## src/rtl/uart_pkg.sv

```systemverilog
// Shared UART receiver definitions: FSM state encoding and the default bit period.
package uart_pkg;

  localparam int unsigned CLKS_PER_BIT_DEF = 868;  // 100 MHz / 115200 baud

  typedef enum logic [2:0] {
    ST_IDLE,
    ST_START,
    ST_DATA,
    ST_STOP,
    ST_BREAK
  } rx_state_e;

endpackage

```

## src/rtl/sync_2ff.sv

```systemverilog
// Two-flop synchronizer for one asynchronous level; both flops reset to 1 (idle line).
module sync_2ff (
  input  logic clk,
  input  logic rst,
  input  logic d_i,
  output logic q_o
);

  logic meta_q;
  logic sync_q;

  // NOTE: sequential state uses non-blocking assignments so every flop samples pre-edge values.
  always_ff @(posedge clk or posedge rst) begin
    if (rst) begin
      meta_q <= 1'b1;
      sync_q <= 1'b1;
    end else begin
      meta_q <= d_i;
      sync_q <= meta_q;
    end
  end

  assign q_o = sync_q;

endmodule

```

## src/rtl/uart_rx.sv

```systemverilog
// 8N1 UART receiver: mid-bit sampling, registered byte/valid/frame-error outputs.
module uart_rx
  import uart_pkg::*;
#(
  parameter int unsigned CLKS_PER_BIT = CLKS_PER_BIT_DEF
) (
  input  logic       clk,
  input  logic       rst,
  input  logic       rx,
  output logic [7:0] out,
  output logic       out_valid,
  output logic       frame_err,
  output logic       busy
);

  localparam int unsigned CNT_W = $clog2(CLKS_PER_BIT) + 1;
  localparam logic [CNT_W-1:0] HALF_LAST = CNT_W'(CLKS_PER_BIT / 2 - 1);
  localparam logic [CNT_W-1:0] BIT_LAST  = CNT_W'(CLKS_PER_BIT - 1);

  logic             rx_s;
  rx_state_e        state_q, state_d;
  logic [CNT_W-1:0] cnt_q, cnt_d;
  logic [2:0]       bit_idx_q, bit_idx_d;
  logic [7:0]       shift_q, shift_d;
  logic [7:0]       out_q, out_d;
  logic             out_valid_q, out_valid_d;
  logic             frame_err_q, frame_err_d;

  sync_2ff u_sync (
    .clk (clk),
    .rst (rst),
    .d_i (rx),
    .q_o (rx_s)
  );

  // NOTE: every signal gets a default before the case so no path leaves one unassigned (no latches).
  always_comb begin
    state_d     = state_q;
    cnt_d       = cnt_q;
    bit_idx_d   = bit_idx_q;
    shift_d     = shift_q;
    out_d       = out_q;
    out_valid_d = 1'b0;
    frame_err_d = 1'b0;

    unique case (state_q)
      ST_IDLE: begin
        if (!rx_s) begin
          state_d   = ST_START;
          cnt_d     = '0;
          bit_idx_d = '0;
        end
      end
      ST_START: begin
        if (cnt_q == HALF_LAST) begin
          cnt_d   = '0;
          state_d = rx_s ? ST_IDLE : ST_DATA;
        end else begin
          cnt_d = cnt_q + CNT_W'(1);
        end
      end
      ST_DATA: begin
        if (cnt_q == BIT_LAST) begin
          cnt_d     = '0;
          shift_d   = {rx_s, shift_q[7:1]};
          bit_idx_d = bit_idx_q + 3'd1;
          if (bit_idx_q == 3'd7) state_d = ST_STOP;
        end else begin
          cnt_d = cnt_q + CNT_W'(1);
        end
      end
      ST_STOP: begin
        if (cnt_q == BIT_LAST) begin
          cnt_d = '0;
          if (rx_s) begin
            out_d       = shift_q;
            out_valid_d = 1'b1;
            state_d     = ST_IDLE;
          end else begin
            frame_err_d = 1'b1;
            state_d     = ST_BREAK;
          end
        end else begin
          cnt_d = cnt_q + CNT_W'(1);
        end
      end
      ST_BREAK: begin
        // Line held low after a bad stop bit must not be mistaken for a new start bit.
        if (rx_s) state_d = ST_IDLE;
      end
      default: state_d = ST_IDLE;
    endcase
  end

  always_ff @(posedge clk or posedge rst) begin
    if (rst) begin
      state_q     <= ST_IDLE;
      cnt_q       <= '0;
      bit_idx_q   <= '0;
      shift_q     <= '0;
      out_q       <= '0;
      out_valid_q <= 1'b0;
      frame_err_q <= 1'b0;
    end else begin
      state_q     <= state_d;
      cnt_q       <= cnt_d;
      bit_idx_q   <= bit_idx_d;
      shift_q     <= shift_d;
      out_q       <= out_d;
      out_valid_q <= out_valid_d;
      frame_err_q <= frame_err_d;
    end
  end

  assign out       = out_q;
  assign out_valid = out_valid_q;
  assign frame_err = frame_err_q;
  assign busy      = (state_q != ST_IDLE);

endmodule

```

## config.mk

```make
export PLATFORM = sky130hd
export DESIGN_NAME = uart_rx
export DESIGN_NICKNAME = d
export VERILOG_FILES = /design/src/rtl/uart_pkg.sv /design/src/rtl/sync_2ff.sv /design/src/rtl/uart_rx.sv
export SDC_FILE = /design/constraint.sdc
export NUM_CORES = 1
export LEC_CHECK = 0
export CAP_MARGIN = 20
export CELL_PAD_IN_SITES_DETAIL_PLACEMENT = 1
export CELL_PAD_IN_SITES_GLOBAL_PLACEMENT = 2
export CORE_UTILIZATION = 38
export CTS_CLUSTER_DIAMETER = 100
export DETAILED_ROUTE_END_ITERATION = 8
export PLACE_DENSITY_LB_ADDON = 0.25
export SLEW_MARGIN = 5
export SYNTH_ARGS = -nofsm -noshare
export SYNTH_HDL_FRONTEND = slang
export SYNTH_SLANG_ARGS = --single-unit
```

## constraint.sdc

```tcl
create_clock -name clk -period 2.74 [get_ports clk]
set_input_delay 0.685 -clock clk [delete_from_list [all_inputs] [get_ports clk]]
set_output_delay 0.685 -clock clk [all_outputs]
set_load 0.1 [all_outputs]
```

# Yosys cells after proc, flatten, opt, wreduce, memory -nomap -nowiden
# Cells that the tools add are included.
# totals
register_bits,37
word_cells,56
# op_classes
n_mux,22
addsub,2
reduce_logical,10
eq_ne,13
# op_table
cell,count
11-bit 2-to-1 mux,3
11-bit one-hot mux with 3 select lines,1
3-bit 2-to-1 mux,9
3-bit one-hot mux with 5 select lines,1
"11-bit by 1-bit adder with 11-bit output, second input constant",1
"11-bit by 10-bit equality test with 1-bit output, second input constant",1
"11-bit by 9-bit equality test with 1-bit output, second input constant",1
"2-bit inequality test, second input constant",5
"3-bit by 2-bit equality test with 1-bit output, second input constant",2
"3-bit equality test, second input constant",2
1-bit 2-to-1 mux,6
3-bit one-hot mux with 2 select lines,1
3-bit AND reduction,2
6-bit AND reduction,1
3-bit nonzero test,2
2-bit AND reduction,2
"3-bit by 1-bit adder with 3-bit output, second input constant",1
"3-bit by 1-bit equality test with 1-bit output, second input constant",1
3-bit zero test,1
2-bit 2-to-1 mux,1
"2-bit by 1-bit inequality test with 1-bit output, second input constant",1
2-bit nonzero test,1
2-bit OR reduction,1

# Depth between registers and ports, before layout
# depth
depth_word,4
depth_mapped,7
mapped_depth_nobuf,6

# Modules after synthesis
# From an unflattened synthesis, not the netlist that was laid out.
# hier_totals
hier_cells,166
hier_area_um2,1836.8
# modules_own_cells
mod,seq_area_each_um2,area_each_um2,n_inst,cells_each
uart_rx,875.8,1780.5,1,163
sync_2ff,52.6,56.3,1,3

# Least setup slack after synthesis
# OpenSTA, ideal clock, no wires.
# synth_timing
path_type,reg2reg
start,register cnt_q[2]
end,register shift_q[0]
setup_time_ps,125
path_buffers,2
slack_ps,228
required_time_ps,2615
arrival_time_ps,2387
path_stages_with_launch,7
period_less_slack_ps,2512
path_cell_list,dfrtp_1 > or4b_4 > or4_4 > buf_6 > or3_4 > buf_6 > mux2_4
# synth_via
elab_chain_len,2
# synth_lines
element,line_no,rtl
from (decl),uart_rx.sv:22,"logic [CNT_W-1:0] cnt_q, cnt_d;"
from (signal assigned),uart_rx.sv:106,cnt_q <= cnt_d;
11-bit by 10-bit equality test with 1-bit output,uart_rx.sv:63,if (cnt_q == BIT_LAST) begin
2-bit AND reduction (no source line),-,
to (signal assigned),uart_rx.sv:108,shift_q <= shift_d;
to (decl),uart_rx.sv:24,"logic [7:0] shift_q, shift_d;"
# No other way between the ends.
# A chain may end at the register's enable or synchronous reset.

# Worst setup path after layout
# layout_timing
start,register cnt_q[3]
end,register out_q[7] (netlist: out[7])
# layout_via
elab_chain_len,2
# layout_lines
element,line_no,rtl
11-bit by 10-bit equality test with 1-bit output,uart_rx.sv:73,if (cnt_q == BIT_LAST) begin
3-bit AND reduction (no source line),-,
to (signal assigned),uart_rx.sv:109,out_q <= out_d;
to (decl),uart_rx.sv:25,"logic [7:0] out_q, out_d;"
# No other way between the ends.

==> results.yml <==
outcome:
  status: "complete, but fails checks"
  violations: "design-rule violations"
yosys:
  synth_area_per_cell_um2: 11.3
  async_flop_share: 1.00
  synthFlopType: "dfrtp_1"
  synth_top_cell_by_area: "dfrtp_1"
  syn_inst: 159
  ys_ff_latch: 37
  synth_area_um2: 1800
  ys_seq_area_frac: 0.517
  netlist.area_leader.share: 0.488
  synth_fp_nets: 166
  synth_edf_count: 0
  ys_top_cells_by_area: "dfrtp_1 49%, mux2_2 6.3%, mux2_4 5.9%, dfstp_2 2.9%, ha_1 2.8%"
  synth.distinct_cells: 44
  ys_warn_count: 0
final_layout:
  fin_cells: 228
  fin_nets: 182
  drive_gt1_frac: 0.267
  syn_to_final_growth_pct: 15.4
  diodes: 0
  num-fill-cells: 498
sta:
  max_freq_mhz: 396
  finalWorstPathRequiredPeriod_ns: 2.52
  worstMarginPinSlew_ns: 0.686
  rsz0062_at_grt: "false"
  maxSlewViolCount: 0
  slew_headroom: 0.542
  setup_viol: 0
  hold_viol: 0
  tns_ns: 0
  skew_ns: 0.00315
  fin_crit_sh: 0.921
die:
  fp.dieH_um: 70.7
  die_w_um: 70.7
  io-pin-count: 14
  core_area_um2: 4440
  start_util: 0.404
  die-area_um2: 5000
  num_rows: 24
clock_tree:
  clkSinkCount: 37
  cts_resized: 0
  clk_latency_ns: 0.29
  cts_tree: "built"
  cts_setup_buffers: 0
  clk_pin_slew_ns: 0.08
  numCtsBuffers: 5
  cts_hold_buf: 0
  cts_max_level: 2
  root_buffer: "clkbuf_8"
  clockBufferDepth: 2
routing:
  drtPass1Iterations: 6
  drc: 4
  routedWlPerCell_um: 17.3
  ant_nets: 0
  met1_length_mm: 1.85
  maxUsedRoutingLayer: "met4"
  vias: 1287
  drtIter0Drc: 33
  wl_met3_um: 96
  wl_met2_mm: 1.96
  post_drt_via_cell_ratio: 5.64
  routed_wl_mm: 3.95
critical_path:
  worstSetupStartpointType: "flip-flop"
  worst-setup-path-type: "reg2reg"
  end_kind: "flip-flop"
  worstPathArrival_ns: 2.70
  r2r-start: "cnt_q[3]"
  crit_path_start: "cnt_q[3]"
  crit_path_max_fanout: 10
  worst_ep_required_time_ns: 2.92
pwr:
  swShare: 0.208
  p_clk_frac: 0.455
  p_switching_w: 0.000218
  p_int_w: 0.000827
  peakVddDrop_v: 0.000177
  p_comb_frac: 0.018
  p_seq_frac: 0.527
  cellPowerDensity_nw_per_um2: 504
  leakage_nw: 0.946
global_route:
  grt_pass1_vias: 1382
  overflow: 0
  grt_pass1_wl_mm: 6.82
  grt_util_all_layers: 0.180
  antenna_found_initial: 0
  grt_max_degree: 23
hold_path:
  hold_start: "u_sync.meta_q"
  hold_path.class: "reg2reg"
place:
  place_hpwl_mm: 2.89
  numPortBuffers: 13
  gp_congestion: 0.778
  placed_cells: 220
flow_run:
  drv_cap: 0
## metrics by stage
step	utilization	hold slack (ns)	power (W)	worst slack, ns	area (µm²)
2_1_floorplan	-	0.345	0.000570	0.228	1800
3_3_place_gp	0.440	0.346	0.000580	0.263	1960
3_5_place_dp	0.440	0.349	0.000581	0.227	1960
4_1_cts	0.466	0.360	0.00106	0.209	2070
5_1_grt	0.466	0.364	0.00108	0.109	2070
6_report	0.466	0.358	0.00104	0.217	2070
## logic make-up (layout without fill, tap and decap cells)
logic type	count (synthesis)	in the layout	share of synthesized area
compound gates	28	28	0.105
mux	18	18	0.127
fa+ha+maj	4	4	0.0279
simple gates	54	54	0.175
xor+xnor	1	1	0.00488
buf+inv	17	34	0.0439
flops	37	37	0.517
## power groups by stage
stage | Sequential [W] | Combinational (W) | Clock, W
floorplan | 0.000560 | 0.00000960 | 0
global placement | 0.000561 | 0.0000192 | 0
detailed placement | 0.000561 | 0.0000200 | 0
CTS | 0.000550 | 0.0000199 | 0.000490
global route | 0.000551 | 0.0000215 | 0.000511
finish | 0.000550 | 0.0000186 | 0.000476
## synthesized netlist by cell type, types with 2 or more instances
| cell | count |
|---|---|
| mux2_4 | 7 |
| nand2_1 | 12 |
| nor3_1 | 2 |
| ha_1 | 4 |
| o31ai_1 | 2 |
| or2_2 | 2 |
| nand2b_1 | 2 |
| or4_1 | 2 |
| o22ai_1 | 4 |
| and2_1 | 2 |
| mux2_2 | 10 |
| inv_1 | 10 |
| clkbuf_1 | 5 |
| dfrtp_1 | 35 |
| nor4_1 | 2 |
| buf_6 | 2 |
| a211oi_1 | 3 |
| dfstp_2 | 2 |
| o21ai_0 | 6 |
| a41oi_1 | 2 |
| nor2_1 | 7 |
| a21oi_1 | 4 |
| o41ai_1 | 2 |
| nand3_1 | 6 |
| nand4_1 | 2 |
| or3_1 | 4 |
## critical path, cell delays in order (launching register included)
cell     delay [ns]
dfrtp_1        0.46
or4b_4         0.56
or4_4          0.60
nor2_2         0.39
mux2_2         0.39
## state kept, by name, indices dropped and copies added, names as in the netlist
| register | count |
|---|---|
| bit_idx_q | 3 |
| cnt_q | 11 |
| frame_err | 1 |
| out | 8 |
| out_valid | 1 |
| shift_q | 8 |
| state_q | 3 |
| u_sync.meta_q | 1 |
| u_sync.q_o | 1 |
## cells in the final DEF (no fill, tap or decap), drive strengths merged, types with 3 or more instances in the layout
cell type  instances
a211oi             3
a21oi              4
buf               14
clkbuf             5
dfrtp             35
ha                 4
inv               10
mux2              17
nand2             12
nand3              6
nor2               8
o21ai              6
o22ai              4
or3                5
or4                3
## routing by layer
metal / vias up / global-route usage
met5: - / 0
met4: 0 / 0.0733
met3: 5 / 0.0342
met2: 18 / 0.299
met1: 651 / 0.232
li1: 613 / -
## area by class of cell
class	count	area [µm²]	area share
Sequential cell	37	928	0.448
Clock inverter	3	46.3	0.0223
Inverter	10	37.5	0.0181
Clock buffer	5	68.8	0.0332
Multi-Input combinational cell	105	788	0.380
Tap cell	52	65.1	0.0314
Timing Repair Buffer	16	138	0.0664
## path summary, 6_finish.rpt
path	end	slack (ns)	cells past startpoint
max	out[7]	0.22	4
min	u_sync.q_o	0.36	0
max reg2reg	out[7]	0.22	4
min reg2reg	u_sync.q_o	0.36	0
max in group asynchronous	out[6]	1.39	3
min in group asynchronous	bit_idx_q[2]	0.80	2
Note: power is estimated with default switching activity, not from simulation.
